===== config.mk =====
export PLATFORM = sky130hd
export DESIGN_NAME = alu_op_sequencer
export DESIGN_NICKNAME = d
export VERILOG_FILES = /design/src/rtl/alu_op_sequencer.sv
export SDC_FILE = /design/constraint.sdc
export NUM_CORES = 1
export LEC_CHECK = 0
export CAP_MARGIN = 20
export CORE_UTILIZATION = 35
export CTS_CLUSTER_DIAMETER = 40
export DETAILED_ROUTE_END_ITERATION = 8
export GPL_TIMING_DRIVEN = 0
export SYNTH_ARGS = -nofsm -noshare
export SYNTH_HDL_FRONTEND = slang
export SYNTH_SLANG_ARGS = --single-unit

===== constraint.sdc =====
create_clock -name clk -period 5.48 [get_ports clk]
set_clock_uncertainty 0.15 [all_clocks]
set_input_delay 0.822 -clock clk [delete_from_list [all_inputs] [get_ports clk]]
set_output_delay 0.822 -clock clk [all_outputs]
set_load 0.005 [all_outputs]

===== src/rtl/alu_op_sequencer.sv =====
// Multi-cycle ADD/SUB/NEG/MUL sequencer around one shared external adder.
// Operands are taken on an input handshake; the result is offered on an output handshake.
module alu_op_sequencer #(
    parameter int WIDTH = 8
) (
    input  logic             clk,
    input  logic             rst_n,
    input  logic             in_valid,
    output logic             in_ready,
    input  logic [1:0]       op,
    input  logic [WIDTH-1:0] a,
    input  logic [WIDTH-1:0] b,
    output logic             out_valid,
    input  logic             out_ready,
    output logic [WIDTH-1:0] result,
    output logic [WIDTH-1:0] result_hi,
    output logic             flag_c,
    output logic             flag_v,
    output logic             flag_z,
    output logic             flag_n,
    output logic             busy,
    output logic [WIDTH-1:0] add_a,
    output logic [WIDTH-1:0] add_b,
    output logic             add_cin,
    input  logic [WIDTH-1:0] add_sum,
    input  logic             add_cout
);

    localparam int CW = (WIDTH > 1) ? $clog2(WIDTH) : 1;
    localparam logic [CW-1:0] LAST_STEP = CW'(WIDTH - 1);
    localparam logic [WIDTH-1:0] MSB_ONLY = {1'b1, {(WIDTH-1){1'b0}}};

    localparam logic [1:0] OP_ADD = 2'b00;
    localparam logic [1:0] OP_SUB = 2'b01;
    localparam logic [1:0] OP_NEG = 2'b10;
    localparam logic [1:0] OP_MUL = 2'b11;

    typedef enum logic [2:0] {
        S_IDLE,
        S_NEGB,
        S_ADD,
        S_MUL,
        S_DONE
    } state_t;

    state_t state;
    state_t state_nx;

    logic [1:0]       op_r;
    logic [WIDTH-1:0] a_r;
    logic [WIDTH-1:0] b_r;
    logic [WIDTH-1:0] t_r;
    logic             c1_r;
    logic [WIDTH-1:0] acc;
    logic [WIDTH-1:0] q;
    logic [CW-1:0]    cnt;

    logic             fin;
    logic [WIDTH-1:0] fin_res;
    logic [WIDTH-1:0] fin_hi;
    logic             fin_c;
    logic             fin_v;
    logic             fin_z;
    logic             fin_n;

    logic [WIDTH-1:0] mul_acc_nx;
    logic [WIDTH-1:0] mul_q_nx;

    // One shift-add step: the adder carry-out lands in the ACC msb.
    assign mul_acc_nx = {add_cout, add_sum[WIDTH-1:1]};
    assign mul_q_nx   = {add_sum[0], q[WIDTH-1:1]};

    assign in_ready = (state == S_IDLE);
    assign busy     = (state != S_IDLE);

    always_ff @(posedge clk or negedge rst_n) begin
        if (!rst_n) begin
            state <= S_IDLE;
        end else begin
            state <= state_nx;
        end
    end

    always_comb begin
        state_nx = state;
        add_a    = '0;
        add_b    = '0;
        add_cin  = 1'b0;
        fin      = 1'b0;
        fin_res  = '0;
        fin_hi   = '0;
        fin_c    = 1'b0;
        fin_v    = 1'b0;
        case (state)
            S_IDLE: begin
                if (in_valid) begin
                    unique case (op)
                        OP_ADD: state_nx = S_ADD;
                        OP_SUB: state_nx = S_NEGB;
                        OP_NEG: state_nx = S_NEGB;
                        OP_MUL: state_nx = S_MUL;
                    endcase
                end
            end
            S_NEGB: begin
                add_a   = ~b_r;
                add_cin = 1'b1;
                if (op_r == OP_NEG) begin
                    fin      = 1'b1;
                    fin_res  = add_sum;
                    fin_c    = add_cout;
                    fin_v    = (b_r == MSB_ONLY);
                    state_nx = S_DONE;
                end else begin
                    state_nx = S_ADD;
                end
            end
            S_ADD: begin
                add_a    = a_r;
                add_b    = (op_r == OP_ADD) ? b_r : t_r;
                fin      = 1'b1;
                fin_res  = add_sum;
                state_nx = S_DONE;
                if (op_r == OP_ADD) begin
                    fin_c = add_cout;
                    fin_v = (a_r[WIDTH-1] == b_r[WIDTH-1])
                          && (add_sum[WIDTH-1] != a_r[WIDTH-1]);
                end else begin
                    // Carry of ~B+1 covers B==0, where the ADD pass cannot carry.
                    fin_c = c1_r | add_cout;
                    fin_v = (a_r[WIDTH-1] != b_r[WIDTH-1])
                          && (add_sum[WIDTH-1] != a_r[WIDTH-1]);
                end
            end
            S_MUL: begin
                add_a = acc;
                add_b = q[0] ? b_r : '0;
                if (cnt == LAST_STEP) begin
                    fin      = 1'b1;
                    fin_res  = mul_q_nx;
                    fin_hi   = mul_acc_nx;
                    fin_c    = (mul_acc_nx != '0);
                    fin_v    = (mul_acc_nx != '0);
                    state_nx = S_DONE;
                end
            end
            S_DONE: begin
                if (out_valid && out_ready) begin
                    state_nx = S_IDLE;
                end
            end
            default: state_nx = S_IDLE;
        endcase
    end

    assign fin_z = (fin_hi == '0) && (fin_res == '0);
    assign fin_n = (state == S_MUL) ? fin_hi[WIDTH-1] : fin_res[WIDTH-1];

    always_ff @(posedge clk or negedge rst_n) begin
        if (!rst_n) begin
            op_r      <= OP_ADD;
            a_r       <= '0;
            b_r       <= '0;
            t_r       <= '0;
            c1_r      <= 1'b0;
            acc       <= '0;
            q         <= '0;
            cnt       <= '0;
            result    <= '0;
            result_hi <= '0;
            flag_c    <= 1'b0;
            flag_v    <= 1'b0;
            flag_z    <= 1'b0;
            flag_n    <= 1'b0;
            out_valid <= 1'b0;
        end else begin
            if (state == S_IDLE && in_valid) begin
                op_r <= op;
                a_r  <= a;
                b_r  <= b;
                acc  <= '0;
                q    <= a;
                cnt  <= '0;
            end
            if (state == S_NEGB) begin
                t_r  <= add_sum;
                c1_r <= add_cout;
            end
            if (state == S_MUL) begin
                acc <= mul_acc_nx;
                q   <= mul_q_nx;
                cnt <= cnt + 1'b1;
            end
            if (fin) begin
                result    <= fin_res;
                result_hi <= fin_hi;
                flag_c    <= fin_c;
                flag_v    <= fin_v;
                flag_z    <= fin_z;
                flag_n    <= fin_n;
            end
            // DONE holds one settle cycle before offering the result.
            if (state == S_DONE && !out_valid) begin
                out_valid <= 1'b1;
            end else if (out_valid && out_ready) begin
                out_valid <= 1'b0;
            end
        end
    end

endmodule

# == Word level (Yosys, flattened, before mapping) ==
# Cells that the tools add are included.
# classes
addsub,1
eq_ne,16
mux,35
n_bitwise,2
n_reduce_logical,18
# op_table
op,count
$mux W8,10
$pmux W8 S3,2
$mux W3,6
$logic_not A8 Y1,2
$pmux W8 S2,1
$pmux W3 S5,1
$mux W1,11
$pmux W1 S3,3
$pmux W3 S3,1
$eq A8 B8 Y1 const B,1
$not A8 Y8,1
$reduce_bool A8 Y1,1
$eq A2 B2 Y1 const B,3
$eq A3 B2 Y1 const B,2
$eq A3 B3 Y1 const B,2
$logic_and A1 B1 Y1,6
$ne A2 B2 Y1 const B,3
$logic_not A2 Y1,2
$reduce_bool A2 Y1,2
$add A3 B1 Y3 const B,1
$eq A3 B1 Y1 const B,1
$logic_not A3 Y1,1
$reduce_and A3 Y1,1
$reduce_bool A3 Y1,1
6 further kinds,7
# totals
input_bits,31
out_inout_bits,40
wordCells,88
ff_bits,70

# == Longest topological paths before layout ==
# Gate-level depths: netlist (run 1).
# depth
word_depth,5
ltp_mapped,7
mapped_depth_nobuf,6

# == Worst setup path before layout (run 1) ==
# Ideal clock, no wire load.
# synth_timing
path_kind,register to output
from,register state[0]
to,output add_b[0]
path_buffers,1
required_ns,4.508
t_arrival_ns,1.327
path_slack_ns,3.181
stages_incl_launch_ff,6
path_cell_list,dfrtp_1 buf_2 nor3_1 a21oi_1 nor2_1 a22o_1
# synth_via
elab_chain_cells,2
word_cells_on_any_way,3
cone_classes,2 x eq/ne; 1 x mux
# synth_rtl
element,line,source
from (decl),46,state_t state;
from (signal assigned),80,state <= state_nx;
$eq A3 B2 Y1,94,case (state)
$pmux W8 S2 (*),94,
to (decl),23,"output logic [WIDTH-1:0] add_b,"
# Every way passes the cells marked *; elsewhere a longest branch is shown, timed or not.

# == Worst setup path in the final report (run 1) ==
# layout_timing
from,register state[0]
to,output add_b[6]
# The elaborated chain is that of the path after synthesis.

==> results of run 1 <==
-- through the flow --
stage	cell area, µm²	hold WS, ns	instances
detailed placement	4280	0.312	543
global placement	4280	0.312	543
finish	4510	0.336	559
floorplan	3420	0.289	344
global route	4510	0.367	559
CTS	4510	0.341	559
-- flip-flops by register name, summed over array words and instances, names as in the netlist --
register   flops
op_r           2
c1_r           1
a_r            8
acc            8
result_hi      8
flag_c         1
flag_n         1
flag_v         1
out_valid      1
flag_z         1
cnt            3
result         8
state          3
t_r            8
b_r            8
q              8
-- logic make-up (layout without fill, tap and decap cells) --
group           count (synthesis)  after routing  synth area share
fa+ha+maj                       3              3            0.0110
xor+xnor                        1              1           0.00256
flops                          70             70             0.512
buf+inv                        27            113            0.0465
mux                            19             19            0.0618
simple gates                  158            158             0.217
compound gates                 66             66             0.149
-- where the power goes --
| part | leakage, nW | internal, W | switching, W |
|---|---|---|---|
| registers | 0.891 | 0.000731 | 0.000186 |
| clock network | 0.116 | 0.000281 | 0.000205 |
| logic | 1.08 | 0.000534 | 0.000483 |
| total | 2.09 | 0.00155 | 0.000874 |
-- final timing paths --
path	end	slack [ns]
min in group asynchronous	cnt[0]	0.44
setup reg to reg	result[7]	3.41
setup / recovery	add_b[6]	1.95
hold reg to reg	result[5]	0.34
hold / removal	result[5]	0.34
max in group asynchronous	result[2]	4.15
-- metal layers --
| layer | up-vias | global-route usage |
|---|---|---|
| met5 | - | 0 |
| met4 | 0 | 0.0535 |
| met3 | 12 | 0.0458 |
| met2 | 85 | 0.302 |
| met1 | 1406 | 0.304 |
| li1 | 1365 | - |
-- critical path: cells and delay by family, from the launching register on --
kind | cells | cell delay (ns)
AND/OR/NAND/NOR | 2 | 0.68
buffers and inverters | 2 | 0.73
flip-flops | 1 | 0.45
AO/OA/AOI/OAI | 2 | 0.34
-- area by class of cell --
cell class,count,area (µm²),area share
Sequential cell,70,1750,0.388
Multi-Input combinational cell,247,1510,0.334
Timing Repair Buffer,70,698,0.155
Tap cell,129,161,0.0358
Clock buffer,11,151,0.0336
Buffer,21,136,0.0302
Clock inverter,5,81.3,0.0180
Inverter,6,22.5,0.00499
-- Yosys cell counts, types with 2 or more instances --
master | n | area [µm²]
a21o_1 | 2 | 15.0
a21oi_1 | 10 | 50.1
a221o_1 | 9 | 90.1
a22o_1 | 16 | 140
a22oi_1 | 7 | 52.6
a31oi_1 | 2 | 12.5
a32o_1 | 3 | 30.0
and2_1 | 7 | 43.8
and3b_1 | 2 | 17.5
buf_2 | 13 | 65.1
buf_4 | 3 | 22.5
buf_6 | 4 | 45.0
dfrtp_1 | 70 | 1750
ha_1 | 3 | 37.5
inv_1 | 5 | 18.8
mux2_2 | 17 | 191
mux2i_1 | 2 | 20.0
nand2_1 | 90 | 338
nand2b_1 | 6 | 37.5
nand3_1 | 11 | 55.1
nor2_1 | 23 | 86.3
nor2b_1 | 2 | 12.5
o21ai_1 | 8 | 40.0
or3_1 | 2 | 12.5
or4_1 | 3 | 22.5
==> metrics.cfg, run 1 <==
[power]
power_w=0.00242
p_leak_nw=2.09
power.density_nw_per_um2=536
vdd_drop_max_mv=0.202

[cts]
clock-sinks=70
cts-buffers-inserted=9
cts_resized=0
cts_tree=done
clk_pin_slew_worst_paths_ns=0.08
cts_root_buf=clkbuf_8
clock_latency_ns=0.35
cts_buffer_depth=2
htree_levels=3
cts_setup_buffers=0
postCtsHoldBufs=0

[placed_design]
pre_cts_slack_ns=2.38
dp_hpwl_um=6990
io_buffers=70
routabilityCongestion=0.846

[layout]
antenna_cells=0
num-fill-cells=954
areaGrowthSynthToFinish_pct=31.9
drive_gt1_frac=0.144
nets=459
final_core_utilization=0.481
layout_commonest_cell=nand2_1
final_cell_mix=nand2_1 (90), dfrtp_1 (70), clkdlybuf4s50_1 (69), nor2_1 (23), mux2_2 (17)

[route]
detail_route.wl_per_cell_um=17.4
ant_nets=0
dr_wl_met2_um=4300
drt_iter0_drc=142
drc=0
drt-met1-wl_um=4780
wl_met3_um=508
vias=2868
top_layer_used=met4
drt-total-wl_um=9710
drt-pass1-iter-count=4
vias_per_cell=5.13

[setup_path]
cp_data_arrival_time_ns=2.55
startpoint_type=flip-flop
endpoint_kind=primary output
critPathSlowestCell=clkdlybuf4s50_1
critPathLaunch=state[0]
path_cells=buf_2 > nor3_1 > a21oi_1 > nor2_1 > a22o_1 > clkdlybuf4s50_1
crit_fanout=10
required_ns=4.51
critPathMaxStageDelay_ns=0.51
path_class=reg2out
worstRegToRegCells=6
r2r_start=cnt[0]

[yosys]
synthFlopType=dfrtp_1
synth_area_um2=3420
ys_warn_count=0
synthArstFlopShare=1.00
syn_nets=378
yosysUniqueCellTypes=49
synthCells=344
avgSynthCellArea_um2=9.94
synth-edff-count=0
synth-seq-cells=70
synth_seq_area_share=0.512

[global_route]
grt_first_pass_wirelength_um=15500
grt_start_max_net_pins=71
grt_pass1_vias=2839
grt_overflow_total=0
grt_usage=0.205
antenna_found_initial=0

[sta]
period_needed_ns=3.53
clock.fmax_mhz=284
worst_slew_pin_slew_ns=0.904
worst_slack_ns=1.95
rsz0062_at_grt=false
finalSetupViolCount=0
min_period_over_period=0.643
fin_setup_tns_ns=0
slew_headroom=0.397
hold_viol_final=0
drv_slew=0

[floorplanning]
start_util=0.365
die_area_um2=10200
core_um2=9370
die_w_um=101
pin_count=71
fp-row-count=35
die_h_um=101

[hold_path]
min_path_type=reg2reg
hp-start=result[5]
whs_path_depth=1

[run]
drv_cap=0

[status]
status=finished, final reports clean

Note: power is estimated with default switching activity, not from simulation.
==> run 2: changes to the inputs <==
Clock period 5.48 ns to 3.4 ns, I/O delays scaled along.
==> results of run 2 <==
The final DEF is identical to that of run 1. Status: finished, final reports clean.
Main changes from that run: setup slack after placement 2.38 ns -> 0.611 ns; setup slack after layout 1.95 ns -> 0.186 ns; hold slack 0.336 ns -> 0.133 ns; register-to-register setup slack 3.41 ns -> 1.33 ns; total power 0.00242 W -> 0.00390 W; worst IR drop on VDD 0.202 mV -> 0.326 mV
